===== src/rtl/ram_port_arbiter.sv =====
// rtl/ram_port_arbiter.sv - two-requester round-robin arbiter with bounded lock for RAM port A
//
// Shares the single read/write port A of a synchronous dual-port RAM between
// two masters. Grants are combinational in the request cycle. Read data comes
// back from the RAM one cycle later and is flagged to the master that was granted.
//
// Ports:
//   clk, nrst                  clock, asynchronous active-low reset
//   req0/1, we0/1, lock0/1     per-master request, write enable, keep-port request
//   addr0/1, wdata0/1          per-master address and write data
//   gnt0/1                     combinational grant
//   rvalid0/1, rdata0/1        read response, one cycle after a granted read
//   ram_addr_A, ram_data_in_A, ram_w_e_A, ram_data_out_A   RAM port A pins

`timescale 1ns/1ps

module ram_port_arbiter #(
    parameter int ADDR_SIZE = 6,
    parameter int DATA_SIZE = 32,
    parameter int MAX_LOCK  = 4
) (
    input  logic                 clk,
    input  logic                 nrst,
    input  logic                 req0,
    input  logic                 req1,
    input  logic                 we0,
    input  logic                 we1,
    input  logic                 lock0,
    input  logic                 lock1,
    input  logic [ADDR_SIZE-1:0] addr0,
    input  logic [ADDR_SIZE-1:0] addr1,
    input  logic [DATA_SIZE-1:0] wdata0,
    input  logic [DATA_SIZE-1:0] wdata1,
    output logic                 gnt0,
    output logic                 gnt1,
    output logic                 rvalid0,
    output logic                 rvalid1,
    output logic [DATA_SIZE-1:0] rdata0,
    output logic [DATA_SIZE-1:0] rdata1,
    output logic [ADDR_SIZE-1:0] ram_addr_A,
    output logic [DATA_SIZE-1:0] ram_data_in_A,
    output logic                 ram_w_e_A,
    input  logic [DATA_SIZE-1:0] ram_data_out_A
);

    localparam logic [7:0] MAX_CNT = 8'(MAX_LOCK);

    logic       last;
    logic       owner;
    logic       locked;
    logic [7:0] lock_cnt;
    logic       rd_pend0;
    logic       rd_pend1;

    logic any_req;
    logic req_own;
    logic req_oth;
    logic hold;
    logic force_sw;
    logic locked_grant;
    logic winner;
    logic win_lock;
    logic win_oth_req;

    always_comb begin
        req_own  = owner ? req1 : req0;
        req_oth  = owner ? req0 : req1;
        // Requests are ignored while reset is asserted.
        any_req  = nrst & (req0 | req1);
        hold     = locked & req_own;
        // Owner has used up its locked grants while the other side waited.
        force_sw = hold & req_oth & (lock_cnt == MAX_CNT);
        locked_grant = hold & ~force_sw;

        if (locked_grant) begin
            winner = owner;
        end else if (force_sw) begin
            winner = ~owner;
        end else if (req0 & req1) begin
            winner = ~last;
        end else begin
            winner = req1;
        end

        win_lock    = winner ? lock1 : lock0;
        win_oth_req = winner ? req0 : req1;

        gnt0 = any_req & ~winner;
        gnt1 = any_req & winner;
    end

    // With no grant the mux rests on requester 0 and write enable stays low.
    assign ram_addr_A    = (any_req & winner) ? addr1  : addr0;
    assign ram_data_in_A = (any_req & winner) ? wdata1 : wdata0;
    assign ram_w_e_A     = any_req & (winner ? we1 : we0);

    assign rvalid0 = rd_pend0;
    assign rvalid1 = rd_pend1;
    assign rdata0  = ram_data_out_A;
    assign rdata1  = ram_data_out_A;

    always_ff @(posedge clk or negedge nrst) begin
        if (!nrst) begin
            last     <= 1'b1;
            owner    <= 1'b0;
            locked   <= 1'b0;
            lock_cnt <= 8'd0;
            rd_pend0 <= 1'b0;
            rd_pend1 <= 1'b0;
        end else begin
            rd_pend0 <= gnt0 & ~we0;
            rd_pend1 <= gnt1 & ~we1;
            if (any_req) begin
                last <= winner;
                if (win_lock) begin
                    locked <= 1'b1;
                    owner  <= winner;
                    // Only grants taken under an existing lock count toward the
                    // limit; acquiring the lock (normally or after a forced
                    // switch) starts the count from zero.
                    if (locked_grant) begin
                        if (win_oth_req && lock_cnt != MAX_CNT) begin
                            lock_cnt <= lock_cnt + 8'd1;
                        end
                    end else begin
                        lock_cnt <= 8'd0;
                    end
                end else begin
                    locked   <= 1'b0;
                    lock_cnt <= 8'd0;
                end
            end
        end
    end

endmodule

===== config.mk =====
export PLATFORM = sky130hd
export DESIGN_NAME = ram_port_arbiter
export DESIGN_NICKNAME = d
export VERILOG_FILES = /design/src/rtl/ram_port_arbiter.sv
export SDC_FILE = /design/constraint.sdc
export NUM_CORES = 1
export LEC_CHECK = 0
export BUFFER_PORTS_ARGS = -buffer_cell sky130_fd_sc_hd__buf_2
export CORE_AREA = 2 2 86 88
export DETAILED_ROUTE_END_ITERATION = 6
export DIE_AREA = 0 0 88 90
export HOLD_SLACK_MARGIN = 0.03
export PLACE_DENSITY_LB_ADDON = 0.3
export SYNTH_ARGS = -nofsm -noshare
export SYNTH_HDL_FRONTEND = slang
export SYNTH_SLANG_ARGS = --single-unit

===== constraint.sdc =====
create_clock -name clk -period 2.4 [get_ports clk]
set_input_delay 0.48 -clock clk [delete_from_list [all_inputs] [get_ports clk]]
set_output_delay 0.48 -clock clk [all_outputs]
set_load 0.1 [all_outputs]

==> results of run 1 <==
-- sequential cells by signal (all words and copies together), names as in the netlist --
register and cells:
rvalid0 1, rvalid1 1, locked 1, lock_cnt 8
last 1, owner 1
-- cell usage after synthesis (3+ instances only) --
cell / instances
mux2_4: 37
o21ai_0: 6
a221o_1: 3
a31oi_1: 4
nor3_1: 4
nor2b_1: 3
dfrtp_1: 12
nor2_1: 8
nand3_1: 4
buf_12: 3
a21oi_1: 4
inv_1: 4
o2111ai_1: 3
clkbuf_1: 3
nand2_1: 13
and2_1: 3
buf_4: 64
o21a_1: 3
-- metal layers --
| layer | up-vias | GRT usage | share of wire |
|---|---|---|---|
| li1 | 867 | - | - |
| met4 | 0 | 0.0167 | 0.0039 |
| met1 | 841 | 0.161 | 0.38 |
| met2 | 96 | 0.240 | 0.51 |
| met3 | 6 | 0.0588 | 0.11 |
| met5 | - | 0 | 0 |
-- worst paths after layout --
kind | cells past startpoint | start | endpoint
setup / recovery | 10 | lock_cnt[0] | ram_data_in_A[6]
hold / removal | 2 | nrst | locked
setup reg to reg | 9 | lock_cnt[0] | lock_cnt[7]
hold reg to reg | 1 | last | last
max in group asynchronous | 2 | nrst | last
min in group clk | 2 | we0 | rvalid0
-- kinds of logic after synthesis --
logic type | after synthesis | share of synthesized area
compound gates | 33 | 0.114
fa+ha+maj | 2 | 0.0122
buf+inv | 77 | 0.294
flops | 13 | 0.159
mux | 40 | 0.286
simple gates | 48 | 0.134
-- layout by cell type, fill, tap and decap left out, types with 3 or more instances in the layout --
cell type,instances
a221o_1,3
dfrtp_1,12
nand2_1,13
buf_4,28
o21ai_0,6
o2111ai_1,3
o21a_1,3
a31oi_1,4
clkbuf_8,3
nand3_1,4
buf_2,85
buf_12,43
nor2b_1,3
a21oi_1,4
nor2_1,6
mux2_4,38
nor3_1,4
and2_1,3
-- power groups by stage --
stage | sequential [W] | clock (W) | combinational, W
floorplan | 0.000256 | 0 | 0.00115
global placement | 0.000242 | 0 | 0.00104
detailed placement | 0.000243 | 0 | 0.00105
CTS | 0.000240 | 0.000209 | 0.00107
global route | 0.000240 | 0.000215 | 0.00111
finish | 0.000239 | 0.000199 | 0.00107
-- final cells by class --
type | instances | area [um^2]
flip-flops and latches | 13 | 327
well taps | 99 | 124
multi-input cells | 123 | 1170
repair buffers | 157 | 1510
clock buffers | 4 | 45.0
inverters | 4 | 15.0
fillers | 668 | 3830
-- worst reg2reg max path: stages (launching register included) --
cell and delay [ns]:
dfrtp_1 0.35, inv_2 0.05, ha_2 0.17, nor4b_4 0.13, buf_4 0.14, buf_4 0.14
a211o_1 0.27, o21ai_0 0.35, o21ai_0 0.29, o211ai_1 0.26
-- timing repair --
item	CTS	global route
buffers inserted	4	3
pin swaps	1	1
gates resized for setup	8	2
hold endpoints to repair	0	0
hold buffers	0	0
endpoints found under the setup margin	41	41
-- metrics by stage --
stage	area [um^2]	setup TNS (ns)	total power, W	worst slack [ns]	util
floorplan	2080	-13.47	0.00141	-0.389	-
global placement	3070	-6.17	0.00128	-0.179	0.437
detailed placement	3070	-7.26	0.00129	-0.204	0.437
CTS	3170	-16.84	0.00152	-0.434	0.452
global route	3190	-20.92	0.00156	-0.542	0.454
finish	3190	-17.12	0.00151	-0.445	0.454
==> results.json, run 1 <==
{
  "outcome": "complete, but fails checks",
  "violations": "setup timing",
  "grt_pass1_vias": 1769,
  "crit_fanout": 20,
  "area.growth.synth_to_final_pct": 55.1,
  "ios": 223,
  "period_share": 1.19,
  "start_util": 0.293,
  "skew_ns": 0.00287,
  "routed_wirelength_mm": 5.95,
  "worstPathCellList": "inv_2, ha_2, nor4b_4, buf_4, nand4_1, and3_4, and2_4, buf_12, mux2_4, buf_12",
  "finalSetupViolCount": 41,
  "layout_setup_ws_ns": -0.445,
  "r2r_setup_slack_ns": 0.18,
  "synth_edf_count": 0,
  "cts-root-buf": "clkbuf_8",
  "netlist_instances": 213,
  "crit_top_cell": "buf_12",
  "syn-num-nets": 331,
  "clock_power_share": 0.132,
  "cp.required_ns": 1.92,
  "wire_per_inst_um": 14.9,
  "dpl.hpwl_mm": 5.07,
  "async_flop_share": 1.00,
  "remaining_drc_errors": 0,
  "first_iter_violations": 34,
  "gr-total-overflow": 0,
  "ys_seq_elements": 13,
  "p_sw_frac": 0.476,
  "cts_max_path_buffers": 2,
  "syn_area_mm2": 0.00205,
  "slowest_stage": "dfrtp_1",
  "hold_violations": 0,
  "synth_top_area_cell": "mux2_4",
  "grt_pass1_wl_mm": 8.76,
  "cts.clk_slew.worst_paths_ns": 0.06,
  "grt_max_degree": 21,
  "port_buffers": 126,
  "crit_type": "register to output pin",
  "cts_buffers": 3,
  "gp_congestion": 0.844,
  "vias_per_cell": 4.53,
  "n_antenna_cell": 0,
  "relSlewSlack": 0.670,
  "p_switching_w": 0.000717,
  "p_comb_frac": 0.709,
  "rsz0062_at_grt": "true",
  "max_clock_freq_ghz": 0.351,
  "cp_data_arrival_time_ns": 2.37,
  "maxCapViolations": 0,
  "power_density_mw_per_mm2": 473,
  "fp.dieH_um": 90,
  "die_w_um": 88,
  "min_period_ns": 2.85,
  "dieArea_mm2": 0.00792,
  "hp-class": "input pin to asynchronous set/reset pin",
  "yosysUniqueCellTypes": 43,
  "tightest_slew_ns": 0.490,
  "critPathBufInv": 4,
  "cts_tree": "done",
  "crit_family": "simple AND/OR/NAND/NOR gates",
  "drive_above_1_share": 0.704,
  "synth_top_area_frac": 0.270,
  "fin_hold_ws_ns": 0.201,
  "p_leak_nw": 1.56,
  "clock_latency_ns": 0.24,
  "antenna_found_initial": 0,
  "core-area_mm2": 0.00702,
  "grtUsageTotal": 0.138,
  "slowest_delay_ns": 0.38,
  "avgSynthCellArea_um2": 9.65,
  "intPower_w": 0.000789,
  "crit_path_end_kind": "output pin",
  "finalNonFillerCells": 400,
  "final_max_slew_viol_count": 0,
  "yosys_warnings": 0,
  "cts_sinks": 13,
  "nets": 420,
  "place_inst": 391,
  "seq_power_share": 0.159,
  "ys.flop_type": "dfrtp_1",
  "via_count": 1810,
  "yosys-top-cells-area": "mux2_4 (27%), buf_4 (23%), dfrtp_1 (15%)",
  "drt_first_pass_iters": 4,
  "antenna_left": 0,
  "worst_setup_path_start_kind": "register",
  "rows": 31,
  "htree_levels": 1,
  "ir_drop_uv": 256,
  "ys_seq_area_frac": 0.159
}
No activity file was read; power rests on OpenSTA's default activity.
==> run 2, diff against run 1 <==
==> constraint.sdc (replaced) <==
create_clock -name clk -period 2.4 [get_ports clk]
set_input_delay 0.24 -clock clk [delete_from_list [all_inputs] [get_ports clk]]
set_output_delay 0.24 -clock clk [all_outputs]
set_load 0.1 [all_outputs]
==> run 2 against run 1 <==
- sequential cell count did not move
- clock power barely moved
- the flow still finishes with violations (setup timing)
- count of clock-buffer cells in the layout did not move
- largest cell class unchanged
==> results.json, run 2 (synthesized netlist as in run 1, its figures left out) <==
{
  "area.growth.synth_to_final_pct": 56.5,
  "first_iter_violations": 53,
  "routed_wirelength_mm": 6.25,
  "cp_data_arrival_time_ns": 2.40,
  "cts_tree": "done",
  "top_register": "lock_cnt",
  "cts.clk_slew.worst_paths_ns": 0.05,
  "finalSetupViolCount": 39,
  "port_buffers": 126,
  "finalNonFillerCells": 399,
  "die_w_um": 88,
  "start_util": 0.293,
  "max_clock_freq_ghz": 0.379,
  "antenna_left": 0,
  "remaining_drc_errors": 0,
  "drt_first_pass_iters": 4,
  "grtUsageTotal": 0.146,
  "antenna_found_initial": 0,
  "violations": "setup timing",
  "grt_pass1_wl_mm": 9.30,
  "final_common_cell": "buf_2",
  "crit_fanout": 8,
  "pre_cts_ws_ns": -0.0327,
  "rsz0062_at_grt": "true",
  "power_density_mw_per_mm2": 471,
  "fp.dieH_um": 90,
  "tightest_slew_ns": 0.845,
  "hp-class": "input pin to register",
  "ios": 223,
  "wire_per_inst_um": 15.7,
  "n_antenna_cell": 0,
  "rows": 31,
  "dpl.hpwl_mm": 5.14,
  "place_inst": 381,
  "gr-total-overflow": 0,
  "drive_above_1_share": 0.697,
  "tns_ns": -8.60,
  "cts_sinks": 13,
  "crit_path_end_kind": "output pin",
  "core-area_mm2": 0.00702,
  "cp.required_ns": 2.16,
  "outcome": "complete, but fails checks",
  "final_max_slew_viol_count": 0,
  "maxCapViolations": 0,
  "final_area_mm2": 0.00321,
  "hold_violations": 0,
  "htree_levels": 1,
  "nets": 419,
  "grt_pass1_vias": 1884,
  "min_period_ns": 2.64,
  "layout_setup_ws_ns": -0.237,
  "cts-root-buf": "clkbuf_8",
  "dieArea_mm2": 0.00792,
  "relSlewSlack": 0.431,
  "cts_buffers": 3,
  "vias_per_cell": 4.66,
  "clock_latency_ns": 0.24,
  "via_count": 1858,
  "worst_setup_path_start_kind": "register",
  "place_area_mm2": 0.00299,
  "skew_ns": 0.00294,
  "grt_max_degree": 21,
  "ir_drop_uv": 161,
  "crit_type": "register to output pin",
  "cts_max_path_buffers": 2,
  "largest_reg_flops": 8,
  "period_share": 1.10,
  "layout_common_cells": "buf_2 (85), buf_12 (43), mux2_4 (38)",
  "gp_congestion": 0.821,
  "p_leak_nw": 1.57,
  "power_w": 0.00151
}
run 2: cell types whose count changed in the layout (fill, tap and decap cells not counted):
cell,change
dlygate4sd3_1,+1
nor4bb_2,-1
buf_4,-5
clkbuf_16,+2
buf_6,+1
nor4bb_1,+1
run 2: worst max-delay path, cell delays in order (launching register included):
cell and delay, ns:
dfrtp_1 0.38, inv_2 0.07, ha_2 0.15, nor4b_4 0.24, a2111o_1 0.22, and3_4 0.19, and2_4 0.23, clkbuf_16 0.19
mux2_4 0.31, buf_12 0.17
run 2: stage by stage:
stage,util,hold WS (ns)
final,0.458,0.201
after global routing,0.458,0.216
after CTS,0.446,0.198
after detailed placement,0.426,0.228
after global placement,0.426,0.234
after floorplan,-,-0.0556
run 2: layout make-up:
type / instances / area [um^2]
Multi-Input combinational cell: 123 / 1160
Sequential cell: 13 / 327
Tap cell: 99 / 124
Timing Repair Buffer: 156 / 1540
Inverter: 4 / 15.0
Clock buffer: 4 / 45.0
Fill cell: 651 / 3810
run 2: per-layer routing:
layer  GRT usage  up-vias  wire length (um)
met4      0.0282        0                68
met5           0        -                 0
met1       0.169      856              2320
li1            -      870                 -
met2       0.252      120              3190
met3      0.0569       12               670
run 2: power breakdown:
part / switching, W / internal [W] / total (W) / leakage [nW]
Clock: 0.0000807 / 0.000117 / 0.000198 / 0.0228
Sequential: 0.00000766 / 0.000233 / 0.000240 / 0.174
Combinational: 0.000631 / 0.000445 / 0.00108 / 1.37
run 2: path summary, 6_finish.rpt:
path                             start  slack (ns)                to  cells after the start
hold reg to reg                   last        0.51              last                      1
setup / recovery           lock_cnt[0]       -0.24  ram_data_in_A[6]                      9
setup reg to reg           lock_cnt[0]        0.22       lock_cnt[0]                      9
hold / removal                     we0        0.20           rvalid0                      2
max in group asynchronous         nrst        1.66              last                      3
min in group asynchronous         nrst        0.49       lock_cnt[1]                      3
run 2: timing repair:
action	in CTS	in global routing
cloned	0	3
hold buffers	1	0
resized for setup	7	2
pin swaps	2	3
endpoints found under the setup margin	39	41
hold endpoints to repair	12	0
buffers inserted	7	4
==> run 3, diff against run 2 <==
- CAP_MARGIN: default -> 20
- SKIP_CTS_REPAIR_TIMING: default -> 1
- SLEW_MARGIN: default -> 20
==> run 3 against run 2 <==
- the flow still finishes with violations (setup timing)
- register-to-register slack improved by 0.03 ns
- critical endpoint unchanged
- cell area fell by 1.5%
- wire length fell by 1.1%
- clock power barely moved
- first-iteration DRC count fell by 3.8%
- count of clock-buffer cells in the layout did not move
- utilization fell by 0.70 points
- non-clock buffer count fell by 5
- worst setup slack got worse by 0.049 ns
- clock skew barely moved
==> results.json, run 3 (synthesized netlist as in run 1, its figures left out) <==
{
  "hold_path_depth": 2,
  "gp_congestion": 0.821,
  "layout_common_cells": "buf_2 (85), buf_12 (43), mux2_4 (37)",
  "hp-class": "input pin to register",
  "p_comb_frac": 0.707,
  "n_antenna_cell": 0,
  "nets": 414,
  "p_switching_w": 0.000717,
  "skew_ns": 0.00337,
  "die_w_um": 88,
  "routed_wirelength_mm": 6.18,
  "ir_drop_uv": 161,
  "drt_first_pass_iters": 4,
  "dieArea_mm2": 0.00792,
  "cp_data_arrival_time_ns": 2.45,
  "crit_cells": 9,
  "gr-total-overflow": 0,
  "remaining_drc_errors": 0,
  "rows": 31,
  "period_share": 1.12,
  "maxCapViolations": 0,
  "slowest_delay_ns": 0.44,
  "grt_pass1_wl_mm": 9.14,
  "dpl.hpwl_mm": 5.14,
  "htree_levels": 1,
  "grt_pass1_vias": 1829,
  "reg2regPathDepth": 9,
  "cts_max_path_buffers": 2,
  "wire_per_inst_um": 15.7,
  "clock_latency_ns": 0.24,
  "fin_hold_ws_ns": 0.185,
  "cts_tree": "done",
  "port_buffers": 126,
  "start_util": 0.293,
  "crit_family": "simple AND/OR/NAND/NOR gates",
  "final_area_mm2": 0.00317,
  "grt_max_degree": 21,
  "top_register": "lock_cnt",
  "slowest_stage": "a2111o_1",
  "seq_power_share": 0.160,
  "antenna_found_initial": 0,
  "final_max_slew_viol_count": 0,
  "crit_path_end_kind": "output pin",
  "cts.clk_slew.worst_paths_ns": 0.06,
  "cts-root-buf": "clkbuf_8",
  "tightest_slew_ns": 0.669,
  "ios": 223,
  "finalSetupViolCount": 40,
  "min_period_ns": 2.69,
  "via_count": 1833,
  "vias_per_cell": 4.65,
  "hold_violations": 0,
  "p_sw_frac": 0.478,
  "critPathBufInv": 3,
  "final_common_cell": "buf_2",
  "largest_reg_flops": 8,
  "area.growth.synth_to_final_pct": 54.1,
  "worstPathCellList": "inv_2, ha_4, nor4b_4, a2111o_1, and3_4, and2_4, clkbuf_16, mux2_4, buf_12",
  "clock_power_share": 0.133,
  "core-area_mm2": 0.00702,
  "drive_above_1_share": 0.692,
  "antenna_left": 0,
  "fp.dieH_um": 90,
  "outcome": "complete, but fails checks",
  "power_density_mw_per_mm2": 473,
  "crit_fanout": 8,
  "cts_sinks": 13,
  "violations": "setup timing",
  "intPower_w": 0.000782,
  "place_area_mm2": 0.00299,
  "rsz0062_at_grt": "true",
  "cp.required_ns": 2.16,
  "cts_buffers": 3,
  "worst_setup_path_start_kind": "register",
  "grtUsageTotal": 0.144,
  "crit_type": "register to output pin",
  "relSlewSlack": 0.549,
  "layout_setup_ws_ns": -0.286,
  "p_leak_nw": 1.54,
  "first_iter_violations": 51,
  "max_clock_freq_ghz": 0.372
}
==> run 3: worst register-to-register path, delay by kind of cell, from the launching register on <==
| family | cells | cell delay (ns) |
|---|---|---|
| compound gates | 3 | 0.93 |
| buf+inv | 3 | 0.33 |
| flops | 1 | 0.37 |
| fa+ha+maj | 1 | 0.14 |
| simple gates | 2 | 0.27 |
==> run 3: per-stage QoR <==
stage	setup slack (ns)	instances	setup TNS, ns	total power (W)	utilization
after global placement	0.0424	381	0	0.00127	0.426
final	-0.286	394	-10.36	0.00150	0.451
after CTS	-0.303	385	-11.01	0.00147	0.433
after global routing	-0.364	394	-13.36	0.00156	0.451
after detailed placement	-0.0327	381	-0.794	0.00127	0.426
after floorplan	-0.149	213	-4.01	0.00141	-
==> run 3: per-layer routing <==
metal	global-route usage	share of wire	up-vias
met4	0.0244	0.0089	0
li1	-	-	859
met2	0.247	0.51	115
met5	0	0	-
met3	0.0579	0.11	10
met1	0.168	0.37	849
==> run 3: area by class of cell <==
cell class,instances,area (um^2)
multi-input combinational,123,1150
timing repair buffer,151,1500
sequential,13,327
tap,99,124
inverter,4,15.0
fill,657,3850
clock buffer,4,45.0
==> run 3: power by group through the flow <==
| stage | logic [W] | clock network, W | registers [W] |
|---|---|---|---|
| 2_1_floorplan | 0.00115 | 0 | 0.000256 |
| 3_3_place_gp | 0.00102 | 0 | 0.000243 |
| 3_5_place_dp | 0.00103 | 0 | 0.000243 |
| 4_1_cts | 0.00103 | 0.000206 | 0.000240 |
| 5_1_grt | 0.00110 | 0.000215 | 0.000241 |
| 6_report | 0.00106 | 0.000200 | 0.000240 |
==> run 3: final timing paths <==
| check | start | endpoint | slack (ns) |
|---|---|---|---|
| min in group asynchronous | nrst | lock_cnt[6] | 0.50 |
| min reg2reg | last | last | 0.51 |
| max in group asynchronous | nrst | last | 1.66 |
| min | we0 | rvalid0 | 0.19 |
| max reg2reg | lock_cnt[1] | lock_cnt[6] | 0.25 |
| max | lock_cnt[1] | ram_data_in_A[6] | -0.29 |
